File: src/rtl/ktc32_uart_tx_if.sv
// ktc32 data-bus slice seen by the UART transmitter: address, write data,
// write size, and the registered read data / hit returned to the read mux.
interface ktc32_uart_tx_if;
  logic [31:0] addr;
  logic [31:0] wd;
  logic [1:0]  memwrite;
  logic [31:0] rd;
  logic        hit;

  modport master (
    output addr,
    output wd,
    output memwrite,
    input  rd,
    input  hit
  );

  modport slave (
    input  addr,
    input  wd,
    input  memwrite,
    output rd,
    output hit
  );
endinterface

File: src/rtl/ktc32_uart_tx.sv
// Memory-mapped UART transmitter for the ktc32 data bus.
// Window of 8 bytes at BASE_ADDR: DATA (addr[2]=0) pushes a byte into the
// transmit FIFO, STATUS (addr[2]=1) reads state and clears the sticky overflow.
// Frames are 8N1, or 8E1 when KTC32_UART_TX_PARITY_EN is defined.
module ktc32_uart_tx #(
  parameter logic [31:0] BASE_ADDR    = 32'h0001_0000,
  parameter int unsigned CLKS_PER_BIT = 868,
  parameter int unsigned FIFO_DEPTH   = 16
) (
  input  logic           clk,
  input  logic           reset,
  ktc32_uart_tx_if.slave bus,
  output logic           txd,
  output logic           irq
);

  localparam int unsigned PTRW = $clog2(FIFO_DEPTH);
  localparam int unsigned CNTW = PTRW + 1;
  localparam int unsigned DIVW = (CLKS_PER_BIT > 1) ? $clog2(CLKS_PER_BIT) : 1;
  localparam logic [DIVW-1:0] DIV_LAST = DIVW'(CLKS_PER_BIT - 1);
  localparam logic [CNTW-1:0] CNT_FULL = CNTW'(FIFO_DEPTH);

  typedef enum logic [2:0] {
    StIdle,
    StStart,
    StData,
`ifdef KTC32_UART_TX_PARITY_EN
    StParity,
`endif
    StStop
  } state_e;

  state_e          state_q, state_d;
  logic [DIVW-1:0] div_q, div_d;
  logic [2:0]      bit_q, bit_d;
  logic [7:0]      shift_q, shift_d;
  logic            txd_q, txd_d;
`ifdef KTC32_UART_TX_PARITY_EN
  logic            par_q, par_d;
`endif

  logic [7:0]      mem_q [FIFO_DEPTH];
  logic [PTRW-1:0] wptr_q, rptr_q;
  logic [CNTW-1:0] count_q;
  logic            ovf_q;
  logic [31:0]     rd_q;
  logic            hit_q;
  logic            irq_q;

  logic        sel, wr_any, push_req, clr_ovf;
  logic        full, empty, busy;
  logic        pop, push, drop;
  logic        bit_end;
  logic [7:0]  head;
  logic [31:0] status;
  logic        unused_bus;

  assign sel      = (bus.addr[31:3] == BASE_ADDR[31:3]);
  assign wr_any   = (bus.memwrite != 2'b00);
  assign push_req = sel & ~bus.addr[2] & wr_any;
  assign clr_ovf  = sel & bus.addr[2] & wr_any;
  // Byte lanes other than 0 and the low address bits carry no meaning here.
  assign unused_bus = ^{bus.addr[1:0], bus.wd[31:8]};

  assign full  = (count_q == CNT_FULL);
  assign empty = (count_q == '0);
  assign busy  = (state_q != StIdle);
  assign head  = mem_q[rptr_q];

  // A full FIFO still accepts a push when the transmitter pops in the same cycle.
  assign push = push_req & (~full | pop);
  assign drop = push_req & full & ~pop;

  assign bit_end = (div_q == DIV_LAST);

  // Transmitter state register; reset aborts any frame and forces the line idle.
  always_ff @(posedge clk or posedge reset) begin
    if (reset) begin
      state_q <= StIdle;
      div_q   <= '0;
      bit_q   <= '0;
      shift_q <= '0;
      txd_q   <= 1'b1;
`ifdef KTC32_UART_TX_PARITY_EN
      par_q   <= 1'b0;
`endif
    end else begin
      state_q <= state_d;
      div_q   <= div_d;
      bit_q   <= bit_d;
      shift_q <= shift_d;
      txd_q   <= txd_d;
`ifdef KTC32_UART_TX_PARITY_EN
      par_q   <= par_d;
`endif
    end
  end

  // Next-state, pop request and the line level for the following cycle.
  always_comb begin
    state_d = state_q;
    div_d   = div_q;
    bit_d   = bit_q;
    shift_d = shift_q;
    pop     = 1'b0;
    txd_d   = 1'b1;
`ifdef KTC32_UART_TX_PARITY_EN
    par_d   = par_q;
`endif
    unique case (state_q)
      StIdle: begin
        if (!empty) begin
          pop     = 1'b1;
          shift_d = head;
`ifdef KTC32_UART_TX_PARITY_EN
          par_d   = ^head;
`endif
          div_d   = '0;
          state_d = StStart;
        end
      end
      StStart: begin
        if (bit_end) begin
          div_d   = '0;
          bit_d   = '0;
          state_d = StData;
        end else begin
          div_d = div_q + 1'b1;
        end
      end
      StData: begin
        if (bit_end) begin
          div_d   = '0;
          shift_d = {1'b0, shift_q[7:1]};
          if (bit_q == 3'd7) begin
`ifdef KTC32_UART_TX_PARITY_EN
            state_d = StParity;
`else
            state_d = StStop;
`endif
          end else begin
            bit_d = bit_q + 1'b1;
          end
        end else begin
          div_d = div_q + 1'b1;
        end
      end
`ifdef KTC32_UART_TX_PARITY_EN
      StParity: begin
        if (bit_end) begin
          div_d   = '0;
          state_d = StStop;
        end else begin
          div_d = div_q + 1'b1;
        end
      end
`endif
      StStop: begin
        if (bit_end) begin
          div_d   = '0;
          state_d = StIdle;
        end else begin
          div_d = div_q + 1'b1;
        end
      end
      default: state_d = StIdle;
    endcase

    // txd is registered, so it is derived from where the FSM is going.
    case (state_d)
      StStart:  txd_d = 1'b0;
      StData:   txd_d = shift_d[0];
`ifdef KTC32_UART_TX_PARITY_EN
      StParity: txd_d = par_d;
`endif
      default:  txd_d = 1'b1;
    endcase
  end

  // FIFO pointers, occupancy and sticky overflow.
  always_ff @(posedge clk or posedge reset) begin
    if (reset) begin
      wptr_q  <= '0;
      rptr_q  <= '0;
      count_q <= '0;
      ovf_q   <= 1'b0;
    end else begin
      if (push) wptr_q <= wptr_q + 1'b1;
      if (pop)  rptr_q <= rptr_q + 1'b1;
      if (push && !pop)      count_q <= count_q + 1'b1;
      else if (pop && !push) count_q <= count_q - 1'b1;
      // A drop in the same cycle as a clear leaves the flag set.
      ovf_q <= (ovf_q & ~clr_ovf) | drop;
    end
  end

  // FIFO storage; contents are don't-care once the pointers are reset.
  always_ff @(posedge clk) begin
    if (push) mem_q[wptr_q] <= bus.wd[7:0];
  end

  // STATUS word assembled from the current-cycle state.
  always_comb begin
    status            = '0;
    status[0]         = busy;
    status[1]         = full;
    status[2]         = empty;
    status[3]         = ovf_q;
    status[4 +: CNTW] = count_q;
`ifdef KTC32_UART_TX_PARITY_EN
    status[31]        = 1'b1;
`endif
  end

  // Registered read return, hit qualifier and level interrupt.
  always_ff @(posedge clk or posedge reset) begin
    if (reset) begin
      rd_q  <= '0;
      hit_q <= 1'b0;
      irq_q <= 1'b1;
    end else begin
      rd_q  <= (sel && bus.addr[2]) ? status : 32'h0;
      hit_q <= sel;
      irq_q <= empty & ~busy;
    end
  end

  assign bus.rd  = rd_q;
  assign bus.hit = hit_q;
  assign txd     = txd_q;
  assign irq     = irq_q;

endmodule

File: src/flat_wrapper.sv
// flat-port wrapper written by rule: the top's interface ports become plain ports
module ktc32_uart_tx_flat 
#(
  parameter logic [31:0] BASE_ADDR    = 32'h0001_0000,
  parameter int unsigned CLKS_PER_BIT = 868,
  parameter int unsigned FIFO_DEPTH   = 16
)
  (clk, reset, txd, irq, bus_addr, bus_wd, bus_memwrite, bus_rd, bus_hit);
  ktc32_uart_tx_if bus_i ();
  input  logic clk;
  input  logic reset;
  output logic txd;
  output logic irq;
  input wire logic [$bits(bus_i.addr)-1:0] bus_addr;
  input wire logic [$bits(bus_i.wd)-1:0] bus_wd;
  input wire logic [$bits(bus_i.memwrite)-1:0] bus_memwrite;
  output wire logic [$bits(bus_i.rd)-1:0] bus_rd;
  output wire logic [$bits(bus_i.hit)-1:0] bus_hit;
  assign bus_i.addr = bus_addr;
  assign bus_i.wd = bus_wd;
  assign bus_i.memwrite = bus_memwrite;
  assign bus_rd = bus_i.rd;
  assign bus_hit = bus_i.hit;
  ktc32_uart_tx #(.BASE_ADDR(BASE_ADDR), .CLKS_PER_BIT(CLKS_PER_BIT), .FIFO_DEPTH(FIFO_DEPTH)) u_core (.clk(clk), .reset(reset), .bus(bus_i), .txd(txd), .irq(irq));
endmodule
File: config.mk
export PLATFORM = sky130hd
export DESIGN_NAME = ktc32_uart_tx_flat
export DESIGN_NICKNAME = d
export VERILOG_FILES = /design/src/rtl/ktc32_uart_tx_if.sv /design/src/rtl/ktc32_uart_tx.sv /design/src/flat_wrapper.sv
export SDC_FILE = /design/constraint.sdc
export NUM_CORES = 1
export LEC_CHECK = 0
export CAP_MARGIN = 20
export CORE_UTILIZATION = 30
export DETAILED_ROUTE_END_ITERATION = 8
export GPL_ROUTABILITY_DRIVEN = 0
export HOLD_SLACK_MARGIN = 0.02
export PLACE_DENSITY_LB_ADDON = 0.2
export SLEW_MARGIN = 20
export SYNTH_ARGS = -nofsm -noshare
export SYNTH_HDL_FRONTEND = slang
export SYNTH_SLANG_ARGS = --single-unit
File: constraint.sdc
create_clock -name clk -period 2.71 [get_ports clk]
set_input_delay 0.6775 -clock clk [delete_from_list [all_inputs] [get_ports clk]]
set_output_delay 0.6775 -clock clk [all_outputs]
set_load 0.01 [all_outputs]
# == After elaboration in Yosys (flattened, before gate mapping) ==
# Memory sizes are Yosys's and may differ from the RTL's.
# Cells that the tools add are included.
# totals
regBits,73
latchBits,0
mem_bits_rw,128
romBits,0
in_bits,68
output_inout_bits,35
memories,1
# op_classes
addsub,6
mul,0
n_div,0
n_lt_le_gt_ge,0
eq_ne,13
n_shift,0
n_mux,24
bitwise,16
reduce_logical,17
# mem_list
memory,depth,word_bits,rd,rd_clocked_by_memory_dff,wr,line_no,text
u_core.mem_q,16,8,1,0,1,ktc32_uart_tx.sv:42,logic [7:0] mem_q [FIFO_DEPTH];
# ops
operator,count
29-bit by 14-bit == test with 1-bit output (second input constant),1
3-bit two-way mux,8
10-bit two-way mux,2
10-bit case mux with 2 select lines,1
8-bit two-way mux,2
8-bit case mux with 2 select lines,1
3-bit case mux with 4 select lines,1
10-bit by 1-bit adder with 10-bit output (second input constant),1
10-bit == test (second input constant),1
5-bit two-way mux,2
2-bit nonzero test,5
1-bit AND,9
3-bit by 2-bit == test with 1-bit output (second input constant),3
9-bit two-way mux,1
4-bit by 1-bit adder with 4-bit output (second input constant),2
3-bit by 1-bit == test with 1-bit output (second input constant),2
3-bit case mux with 2 select lines,1
5-bit by 1-bit adder with 5-bit output (second input constant),1
5-bit == test (second input constant),1
5-bit logical NOT,1
1-bit NOT,5
5-bit by 1-bit subtractor with 5-bit output (second input constant),1
1-bit two-way mux,4
2-bit by 1-bit != test with 1-bit output (second input constant),2
other kinds (13),18

# == Logic depth before layout (Yosys ltp) ==
# Gate-level depths: netlist of the first run.
# logic_depth
depth_word,9
mapped_depth,13
ltp_nobuf,13

# == Worst setup path before layout of the first run ==
# No wires, ideal clock.
# synth_timing
path_kind,input to register
start,in bus_addr[7]
end,reg u_core.count_q[4]
t_arrival_ps,2855
required_ps,2586
slack_ps,-269
stages,13
cell_sequence,nor4b_1 > and4_1 > and2_1 > nand3_2 > inv_2 > ha_1 > inv_1 > fa_1 > a21o_1 > a21oi_1 > xnor2_1 > nor2_1 > xnor2_1
# synth_between
elab_chain_cells,7
word_cells_on_any_way,9
cone_classes,eq/ne: 1; mux: 1; bitwise: 3; reduce/logical: 4
# synth_lines
item,line_no,text
from (decl),flat_wrapper.sv:14,input wire logic [$bits(bus_i.addr)-1:0] bus_addr;
29-bit by 14-bit == test with 1-bit output *,ktc32_uart_tx.sv:58,assign sel = (bus.addr[31:3] == BASE_ADDR[31:3]);
1-bit AND * (2 in a row),ktc32_uart_tx.sv:60,assign push_req = sel & ~bus.addr[2] & wr_any;
1-bit AND *,ktc32_uart_tx.sv:71,assign push = push_req & (~full | pop);
named net u_core.push,ktc32_uart_tx.sv:52,"logic pop, push, drop;"
1-bit logical NOT,ktc32_uart_tx.sv:191,else if (pop && !push) count_q <= count_q - 1'b1;
1-bit logical AND,ktc32_uart_tx.sv:191,
2-bit nonzero test (no source line),n/a,
to (signal assigned),ktc32_uart_tx.sv:190,if (push && !pop) count_q <= count_q + 1'b1;
to (signal assigned),ktc32_uart_tx.sv:191,
to (decl),ktc32_uart_tx.sv:44,logic [CNTW-1:0] count_q;
# Mark *: on every way through the listed nets, which the timed path passes. The rest lies on a longest branch.
# A chain may end at the register's enable or synchronous reset.

# == Final worst setup path of the first run ==
# layout_timing
start,in bus_addr[27]
end,reg u_core.count_q[4]
# Same word-level chain as after synthesis.

==> results.py, run 1 <==
metrics = {
    "drt": {
        "drtPass1Iterations": 4,
        "postRouteWirelength_um": 15500,
        "post_drt_via_cell_ratio": 4.64,
        "initialDrtViolationCount": 211,
        "final_antenna_net_count": 0,
        "wl_per_cell_um": 17.0,
        "drc": 0,
        "num_vias": 4214,
    },
    "floorplanning": {
        "fp-row-count": 57,
        "die_y_um": 161,
        "die_x_um": 161,
        "core-area_mm2": 0.0246,
        "start_util": 0.310,
        "dieArea_mm2": 0.0261,
        "pin_count": 103,
    },
    "timing": {
        "max_freq_ghz": 0.387,
        "period_share": 0.953,
        "worst_pin_slew_ns": 0.590,
        "fin_setup_tns_ns": 0,
        "drv_slew": 0,
        "grt_setup_unrepaired": "false",
        "setup_ws_ns": 0.127,
        "fin_skew_ns": 0.00816,
        "slew_headroom": 0.605,
        "finalSetupViolations": 0,
        "fin_crit_ns": 2.58,
        "finalHoldViolCount": 0,
    },
    "critical_path": {
        "path_max_fanout": 4,
        "critPathLaunchType": "input pin",
        "cp_slowest_cell": "clkdlybuf4s50_1",
        "cp_top_family": "simple AND/OR/NAND/NOR gates",
        "critPathKind": "in -> reg",
        "end_kind": "flip-flop",
        "crit_chain": "clkdlybuf4s50_1 -> nor3_2 -> and4_1 -> and2_4 -> nand3_4 -> inv_4 -> ha_4 -> inv_4 -> fa_2 -> a21o_1 -> a21oi_2 -> xnor2_1 -> nor2_1 -> xnor2_1",
        "crit_buf_inv": 3,
        "cp.required_ns": 3.02,
        "crit_path_max_incr_delay_ns": 0.43,
        "r2r_start": "u_core.state_q[2]$_DFF_PP0_",
        "r2r_setup_slack_ns": 0.16,
        "arrival_ns": 2.90,
        "rr_worst_depth": 12,
        "rr_endpoint": "u_core.count_q[4]$_DFFE_PP0P_",
    },
    "power_and_ir_drop": {
        "power_density_mw_per_mm2": 796,
        "irDropWorstVdd_mv": 0.437,
        "leakagePower_nw": 3.53,
    },
    "layout": {
        "nets": 652,
        "area_growth_pct": 25.0,
        "fillCellCount": 2302,
        "antenna_cells": 0,
        "finalNonFillerCells": 908,
        "drive_gt1_frac": 0.259,
    },
    "place": {
        "portBuffers": 53,
        "dp_hpwl_um": 10400,
        "preCtsSetupSlack_ns": -0.551,
        "dp.cells": 872,
    },
    "logic_synthesis": {
        "synthDistinctLibCells": 61,
        "ys.flop_type": "edfxtp_1",
        "ys_ff_latch": 178,
        "synth.avg_cell_area_um2": 16.1,
        "synthArstFlopShare": 0.281,
        "yosys_warnings": 0,
        "syn-instance-count": 473,
        "synth-edff-count": 128,
        "ys_seq_area_frac": 0.669,
        "syn-cell-area_mm2": 0.00762,
    },
    "cts": {
        "cts_tree": "done",
        "path_clk_slew_ns": 0.07,
        "cts_max_level": 4,
        "clk_latency_ns": 0.43,
        "cts_buffers": 17,
        "clkSinkCount": 178,
        "cts-root-buf": "clkbuf_16",
        "cts_buffer_depth": 2,
    },
    "global_routing": {
        "grt_pass1_vias": 4356,
        "antenna_found_initial": 2,
        "grt_overflow": 0,
        "grt_usage": 0.126,
        "grt_pass1_wl_um": 24400,
        "grt_max_degree": 33,
    },
    "run_status": {
        "outcome": "completed",
    },
    "hold_path": {
        "min-delay-start": "u_core.div_q[9]$_DFFE_PP0P_",
        "worstHoldPathCells": 1,
        "hold_end": "u_core.div_q[9]$_DFFE_PP0P_",
        "min_path_type": "reg -> reg",
    },
    "flow_run": {
        "drv_cap": 0,
    },
}
## report_power, final
group	internal (mW)	switching (mW)	total (mW)
Sequential	3.06	0.163	3.23
Combinational	0.933	0.841	1.77
Clock	1.48	1.10	2.58
## how the worst max path moves through the flow
stage | slack [ns] | endpoint | start | cells past startpoint
after global placement | -0.52 | u_core.count_q[4]$_DFFE_PP0P_ | bus_addr[7] | 14
after detailed placement | -0.55 | u_core.count_q[4]$_DFFE_PP0P_ | bus_addr[11] | 14
after global routing | 0.01 | u_core.count_q[4]$_DFFE_PP0P_ | u_core.state_q[0]$_DFF_PP0_ | 12
final | 0.13 | u_core.count_q[4]$_DFFE_PP0P_ | bus_addr[27] | 14
after floorplan | -0.03 | u_core.count_q[4]$_DFFE_PP0P_ | bus_addr[7] | 13
after CTS | 0.0005 | u_core.count_q[4]$_DFFE_PP0P_ | bus_addr[16] | 14
## final cells by class
type | count | area (um^2) | share of cell area
flip-flops and latches | 178 | 5100 | 0.535
repair buffers | 98 | 951 | 0.0998
well taps | 324 | 405 | 0.0425
inverters | 14 | 57.6 | 0.00604
multi-input cells | 262 | 2400 | 0.251
clock inverters | 14 | 194 | 0.0203
clock buffers | 18 | 429 | 0.0450
## metrics by stage
stage / util / area [um^2] / hold WS [ns] / total power, mW
floorplan: - / 7740 / 0.433 / 4.52
global placement: 0.359 / 8840 / 0.456 / 5.07
detailed placement: 0.359 / 8840 / 0.482 / 5.11
CTS: 0.385 / 9470 / 0.495 / 7.69
global route: 0.387 / 9530 / 0.533 / 7.93
finish: 0.387 / 9530 / 0.493 / 7.59
## repair_timing
| item | in CTS | in global routing |
|---|---|---|
| hold endpoints to repair | 0 | 0 |
| setup buffers | 2 | 2 |
| setup endpoints to repair | 1 | 2 |
| hold buffers | 0 | 0 |
| pin swaps | 16 | 15 |
| gates resized for setup | 22 | 13 |
## synthesized netlist by cell type, drive strengths merged, types with 3 or more instances
| cell type | n | area (um^2) |
|---|---|---|
| clkbuf | 8 | 30.0 |
| a22o | 3 | 26.3 |
| inv | 14 | 52.6 |
| mux2i | 13 | 130 |
| mux2 | 3 | 33.8 |
| nand3 | 7 | 45.0 |
| xor2 | 3 | 26.3 |
| o211ai | 7 | 57.6 |
| a21o | 3 | 22.5 |
| buf | 34 | 234 |
| mux4 | 33 | 743 |
| nor4 | 16 | 121 |
| xnor2 | 12 | 105 |
| dfrtp | 48 | 1200 |
| a21oi | 5 | 36.3 |
| or4 | 3 | 30.0 |
| nand2 | 25 | 93.8 |
| and3 | 11 | 70.1 |
| ha | 12 | 150 |
| o21ai | 17 | 85.1 |
| nor2 | 18 | 72.6 |
| or3 | 8 | 55.1 |
| nor3 | 4 | 25.0 |
| a22oi | 6 | 45.0 |
| and2 | 6 | 40.0 |
| edfxtp | 128 | 3840 |
## sequential cells by signal, indices dropped and copies added, names as in the netlist, 3 cells and up
signal,cells
u_core.shift_q,8
u_core.bus.rd,9
u_core.bit_q,3
u_core.div_q,10
u_core.wptr_q,4
u_core.mem_q,128
u_core.count_q,5
u_core.rptr_q,4
u_core.state_q,3
## logic make-up after synthesis
kind of cell    share of synthesized area
compound gates                     0.0466
xor+xnor                           0.0172
fa+ha+maj                          0.0223
buf+inv                            0.0415
flops                               0.669
mux                                 0.119
other cells                      0.000492
simple gates                       0.0843
## placed cells by master, fill, tap and decap left out, drive strengths merged, types with 3 or more instances in the layout
cell / synthesis / layout
edfxtp: 128 / 128
dfrtp: 48 / 48
buf: 34 / 45
mux4: 33 / 33
clkdlybuf4s50: 0 / 27
nand2: 25 / 25
conb: 1 / 24
inv: 14 / 20
dlygate4sd2: 0 / 18
clkbuf: 8 / 18
nor2: 18 / 18
o21ai: 17 / 17
nor4: 16 / 16
mux2i: 13 / 13
xnor2: 12 / 12
ha: 12 / 12
and3: 11 / 11
or3: 8 / 8
dlymetal6s2s: 0 / 7
o211ai: 7 / 7
nand3: 7 / 7
a22oi: 6 / 6
and2: 6 / 6
a21oi: 5 / 5
nor3: 4 / 4
mux2: 3 / 3
a22o: 3 / 3
a21o: 3 / 3
xor2: 3 / 3
clkinvlp: 0 / 3
bufinv: 0 / 3
or4: 3 / 3
## per-layer routing
metal	part of all wire	wire length [um]	global-route usage
met5	0	0	0
met4	0.011	163	0.0399
met3	0.037	568	0.0308
met2	0.50	7730	0.208
met1	0.45	7010	0.163
(Power assumes the default switching activity.)
==> run 2: changes to the inputs <==
Settings changed: PLACE_DENSITY set to 0.56, PLACE_DENSITY_LB_ADDON 0.2 to unset.
==> run 2 against run 1 <==
Net effect:
- largest cell class unchanged
- sequential power increased by 4%
- final cell count down 0.22%
- clock power shrank 9.3%
- worst hold slack worse by 0.022 ns
- power shrank 3.6%
- final area shrank 0.84%
- non-clock buffer count decreased by 2
- die area unchanged
- register-to-register slack about the same
- first-iteration DRC count grew 0.47%
==> results.py, run 2 (same netlist as run 1, synthesis figures left out) <==
metrics = {
    "power_and_ir_drop": {
        "power_density_mw_per_mm2": 774,
        "leakagePower_nw": 3.50,
        "irDropWorstVdd_mv": 0.567,
    },
    "cts": {
        "hold_buffers": 0,
        "cts_buffers": 17,
        "cts_buffer_depth": 2,
        "cts_max_level": 4,
        "cts_tree": "done",
        "path_clk_slew_ns": 0.07,
        "cts-root-buf": "clkbuf_16",
        "clk_latency_ns": 0.43,
        "clkSinkCount": 178,
    },
    "drt": {
        "postRouteWirelength_um": 15700,
        "drc": 0,
        "wl_per_cell_um": 17.3,
        "post_drt_via_cell_ratio": 4.72,
        "final_antenna_net_count": 0,
        "initialDrtViolationCount": 212,
        "drtPass1Iterations": 4,
        "num_vias": 4275,
    },
    "run_status": {
        "outcome": "completed",
    },
    "critical_path": {
        "r2r_setup_slack_ns": 0.17,
        "crit_chain": "clkdlybuf4s50_1 -> nor4_2 -> and4_1 -> and2_4 -> nand3_4 -> inv_4 -> ha_4 -> inv_4 -> fa_2 -> a21o_1 -> a21oi_2 -> xnor2_1 -> nor2_1 -> xnor2_1",
        "crit_path_max_incr_delay_ns": 0.41,
        "crit_buf_inv": 3,
        "cp_top_family": "simple AND/OR/NAND/NOR gates",
        "critPathKind": "in -> reg",
        "end_kind": "flip-flop",
        "arrival_ns": 2.92,
        "cp.required_ns": 3.03,
        "critPathLaunchType": "input pin",
        "path_max_fanout": 4,
        "cp_slowest_cell": "clkdlybuf4s50_1",
    },
    "floorplanning": {
        "die_y_um": 161,
        "die_x_um": 161,
        "pin_count": 103,
        "start_util": 0.310,
        "dieArea_mm2": 0.0261,
        "core-area_mm2": 0.0246,
        "fp-row-count": 57,
    },
    "timing": {
        "fin_skew_ns": 0.00972,
        "slew_headroom": 0.544,
        "fin_crit_ns": 2.60,
        "fin_setup_tns_ns": 0,
        "worst_pin_slew_ns": 0.683,
        "drv_slew": 0,
        "period_share": 0.960,
        "max_freq_ghz": 0.384,
        "finalSetupViolations": 0,
        "finalHoldViolCount": 0,
        "grt_setup_unrepaired": "false",
    },
    "global_routing": {
        "use_met3": 0.0290,
        "grt-busiest-layer": "met2",
        "grt_max_degree": 28,
        "grt_pass1_vias": 4445,
        "antenna_found_initial": 0,
        "met1_usage": 0.159,
        "grtUsageMet2": 0.214,
        "grt_overflow": 0,
        "grt_usage": 0.125,
        "grt_pass1_wl_um": 24500,
    },
    "layout": {
        "final-seq-area_mm2": 0.00510,
        "nets": 650,
        "fin_util": 0.384,
        "mostFrequentLayoutCells": "edfxtp_1, dfrtp_1, buf_4",
        "largest_reg_flops": 128,
        "regMostFlops": "u_core.mem_q",
        "final_common_cell": "edfxtp_1",
        "drive_gt1_frac": 0.256,
        "antenna_cells": 0,
        "multi_input_area_mm2": 0.00240,
        "area_growth_pct": 24.0,
        "fillCellCount": 2290,
    },
    "flow_run": {
        "drv_cap": 0,
    },
    "place": {
        "dp_hpwl_um": 10400,
        "portBuffers": 53,
    },
    "hold_path": {
        "min_path_type": "reg -> reg",
    },
}
run 2: power by group:
part           switching [mW]  leakage, nW  internal (mW)
registers               0.295         1.79           3.06
logic                   0.703         1.43          0.913
clock network            1.12        0.282           1.22
run 2: worst reg2reg max path: cells and delay by family, from the launching register on:
| family | cells | cell delay [ns] |
|---|---|---|
| compound gates | 3 | 0.59 |
| xor+xnor | 2 | 0.24 |
| fa+ha+maj | 2 | 0.48 |
| buf+inv | 2 | 0.12 |
| flops | 1 | 0.38 |
| simple gates | 3 | 0.62 |
run 2: layout make-up:
class / instances / share of cell area
Clock buffer: 18 / 0.0454
Timing Repair Buffer: 96 / 0.0981
Multi-Input combinational cell: 262 / 0.254
Tap cell: 324 / 0.0429
Sequential cell: 178 / 0.539
Inverter: 14 / 0.00609
Clock inverter: 14 / 0.0146
run 2: what timing repair did:
item                       CTS  global route
gates resized for setup     20            14
setup buffers                4             0
setup endpoints to repair    2             3
hold endpoints to repair     0             0
pin swaps                   16            14
run 2: layer usage:
metal | vias to the layer above | wire, um
li1 | 1969 | -
met1 | 2179 | 7040
met2 | 116 | 7820
met3 | 11 | 722
met4 | 0 | 114
met5 | - | 0
run 2: final timing paths:
check	depth (start not counted)	startpoint	end
min in group asynchronous	2	reset	u_core.bus.rd[3]$_DFF_PP0_
hold / removal	1	u_core.count_q[4]$_DFFE_PP0P_	u_core.irq$_DFF_PP1_
max in group asynchronous	3	reset	u_core.txd$_DFF_PP1_
setup reg to reg	12	u_core.state_q[2]$_DFF_PP0_	u_core.count_q[4]$_DFFE_PP0P_
hold reg to reg	1	u_core.count_q[4]$_DFFE_PP0P_	u_core.irq$_DFF_PP1_
setup / recovery	14	bus_addr[11]	u_core.count_q[4]$_DFFE_PP0P_
run 2: per-stage QoR:
stage	hold WS [ns]	cell area (um^2)	power (mW)	worst slack (ns)	std cells
after floorplan	0.433	7740	4.52	-0.0286	496
after global placement	0.463	8800	5.01	-0.510	870
after detailed placement	0.461	8800	5.06	-0.530	870
after CTS	0.474	9390	7.41	0.0120	906
after global routing	0.485	9450	7.66	0.00644	906
final	0.472	9450	7.32	0.107	906
==> run 3: changes to the inputs <==
Settings changed: CORE_MARGIN set to 2.
==> run 3 against run 2 <==
Net effect:
- via count grew 0.80%
- setup slack got worse by 0.013 ns
- largest power group unchanged
- critical endpoint unchanged
- non-clock buffer count is 1 lower
==> results.py, run 3 (same netlist as run 1, synthesis figures left out) <==
metrics = {
    "layout": {
        "final_common_cell": "edfxtp_1",
        "mostFrequentLayoutCells": "edfxtp_1, dfrtp_1, buf_4",
        "nets": 649,
        "finalNonFillerCells": 911,
        "antenna_cells": 0,
        "area_growth_pct": 24.2,
        "drive_gt1_frac": 0.256,
        "regMostFlops": "u_core.mem_q",
        "largest_reg_flops": 128,
        "fillCellCount": 2333,
        "fin_util": 0.378,
    },
    "timing": {
        "finalHoldViolCount": 0,
        "grt_setup_unrepaired": "true",
        "slew_headroom": 0.505,
        "finalSetupViolations": 0,
        "drv_slew": 0,
        "period_share": 0.965,
        "worst_pin_slew_ns": 0.741,
        "max_freq_ghz": 0.382,
        "fin_crit_ns": 2.62,
        "fin_skew_ns": 0.0204,
        "setup_ws_ns": 0.0942,
    },
    "floorplanning": {
        "core-area_mm2": 0.0250,
        "fp-row-count": 58,
        "dieArea_mm2": 0.0267,
        "die_x_um": 163,
        "pin_count": 103,
        "die_y_um": 163,
        "start_util": 0.305,
    },
    "global_routing": {
        "grt-busiest-layer": "met2",
        "met1_usage": 0.159,
        "grt_usage": 0.123,
        "grt_pass1_wl_um": 24400,
        "grt_pass1_vias": 4437,
        "grt_max_degree": 37,
        "grt_overflow": 0,
        "antenna_found_initial": 0,
        "use_met3": 0.0340,
        "grtUsageMet2": 0.199,
    },
    "power_and_ir_drop": {
        "power.internal_mw": 5.27,
        "p_total_mw": 7.36,
        "irDropWorstVdd_mv": 0.421,
        "power_density_mw_per_mm2": 778,
        "combPwrFrac": 0.218,
        "switchingPower_mw": 2.09,
        "pwr-share-seq": 0.450,
        "power.share.switching": 0.285,
        "pwr-share-clk": 0.332,
        "leakagePower_nw": 3.49,
    },
    "flow_run": {
        "drv_cap": 0,
    },
    "drt": {
        "initialDrtViolationCount": 277,
        "drc": 0,
        "postRouteWirelength_um": 15500,
        "wl_per_cell_um": 17.0,
        "final_antenna_net_count": 0,
        "num_vias": 4309,
        "drtPass1Iterations": 4,
        "post_drt_via_cell_ratio": 4.73,
    },
    "place": {
        "preCtsSetupSlack_ns": -0.555,
        "dp_hpwl_um": 10500,
        "dp.cells": 877,
        "portBuffers": 53,
    },
    "cts": {
        "clkSinkCount": 178,
        "hold_buffers": 0,
        "cts-root-buf": "clkbuf_16",
        "cts_buffer_depth": 2,
        "clk_latency_ns": 0.43,
        "cts_max_level": 4,
        "cts_buffers": 17,
        "cts_tree": "done",
        "path_clk_slew_ns": 0.07,
    },
    "hold_path": {
        "min_path_type": "reg -> reg",
        "hold_end": "u_core.div_q[9]$_DFFE_PP0P_",
        "worstHoldPathCells": 1,
        "min-delay-start": "u_core.div_q[9]$_DFFE_PP0P_",
    },
    "critical_path": {
        "critPathKind": "in -> reg",
        "rr_worst_depth": 12,
        "arrival_ns": 2.92,
        "critPathLaunchType": "input pin",
        "r2r_setup_slack_ns": 0.19,
        "rr_endpoint": "u_core.count_q[4]$_DFFE_PP0P_",
        "cp.required_ns": 3.02,
        "path_max_fanout": 3,
        "r2r_start": "u_core.state_q[2]$_DFF_PP0_",
        "end_kind": "flip-flop",
    },
    "run_status": {
        "outcome": "completed",
    },
}
run 3: cell types whose count changed in the layout (fill, tap and decap cells not counted), moves of 2 or more:
cell | before | now
buf_12 | 6 | 4
dlygate4sd2_1 | 17 | 14
clkdlybuf4s50_1 | 28 | 31
inv_6 | 6 | 3
run 3: power groups by stage:
stage               sequential [mW]  clock [mW]  combinational [mW]
floorplan                      3.22           0                1.30
global placement               3.36           0                1.59
detailed placement             3.37           0                1.63
CTS                            3.31        2.51                1.63
global route                   3.34        2.62                1.78
finish                         3.31        2.44                1.61
run 3: timing repair:
item | 4_1_cts | 5_1_grt
gates resized for setup | 20 | 13
pin swaps | 18 | 18
setup endpoints to repair | 2 | 2
buffers inserted | 2 | 0
run 3: final cells by class:
type                       instances  area (um^2)  area share
clock buffer                      18          429      0.0453
clock inverter                    14          164      0.0173
inverter                          14         57.6     0.00608
multi-input combinational        262         2410       0.254
sequential                       178         5100       0.539
tap                              330          413      0.0436
timing repair buffer              95          898      0.0949
run 3: how the worst max path moves through the flow:
stage,endpoint,slack (ns),cells after the start,from
2_1_floorplan,u_core.count_q[4]$_DFFE_PP0P_,-0.03,13,bus_addr[7]
3_3_place_gp,u_core.count_q[4]$_DFFE_PP0P_,-0.52,14,bus_addr[18]
3_5_place_dp,u_core.count_q[3]$_DFFE_PP0P_,-0.55,14,bus_addr[7]
4_1_cts,u_core.count_q[4]$_DFFE_PP0P_,0.001,14,bus_addr[16]
5_1_grt,u_core.count_q[4]$_DFFE_PP0P_,-0.04,14,bus_addr[5]
6_report,u_core.count_q[4]$_DFFE_PP0P_,0.09,14,bus_addr[5]
run 3: routing by layer:
metal  up-vias  routed length [um]
met5         -                   0
li1       1973                   -
met4         0                 318
met1      2188                6600
met2       130                7470
met3        18                1120
run 3: metrics by stage:
stage	hold slack [ns]	area, um^2	TNS (ns)
2_1_floorplan	0.433	7740	-0.0286
3_3_place_gp	0.460	8790	-19.36
3_5_place_dp	0.467	8790	-22.78
4_1_cts	0.475	9410	0
5_1_grt	0.496	9470	-0.0408
6_report	0.474	9470	0
run 3: critical path: stages:
cell,delay [ns]
clkdlybuf4s50_1,0.45
nor4_2,0.14
and4_1,0.21
and2_4,0.15
nand3_4,0.08
inv_4,0.08
ha_4,0.15
inv_4,0.04
fa_2,0.33
a21o_1,0.17
a21oi_2,0.14
xnor2_1,0.12
nor2_1,0.07
xnor2_1,0.11
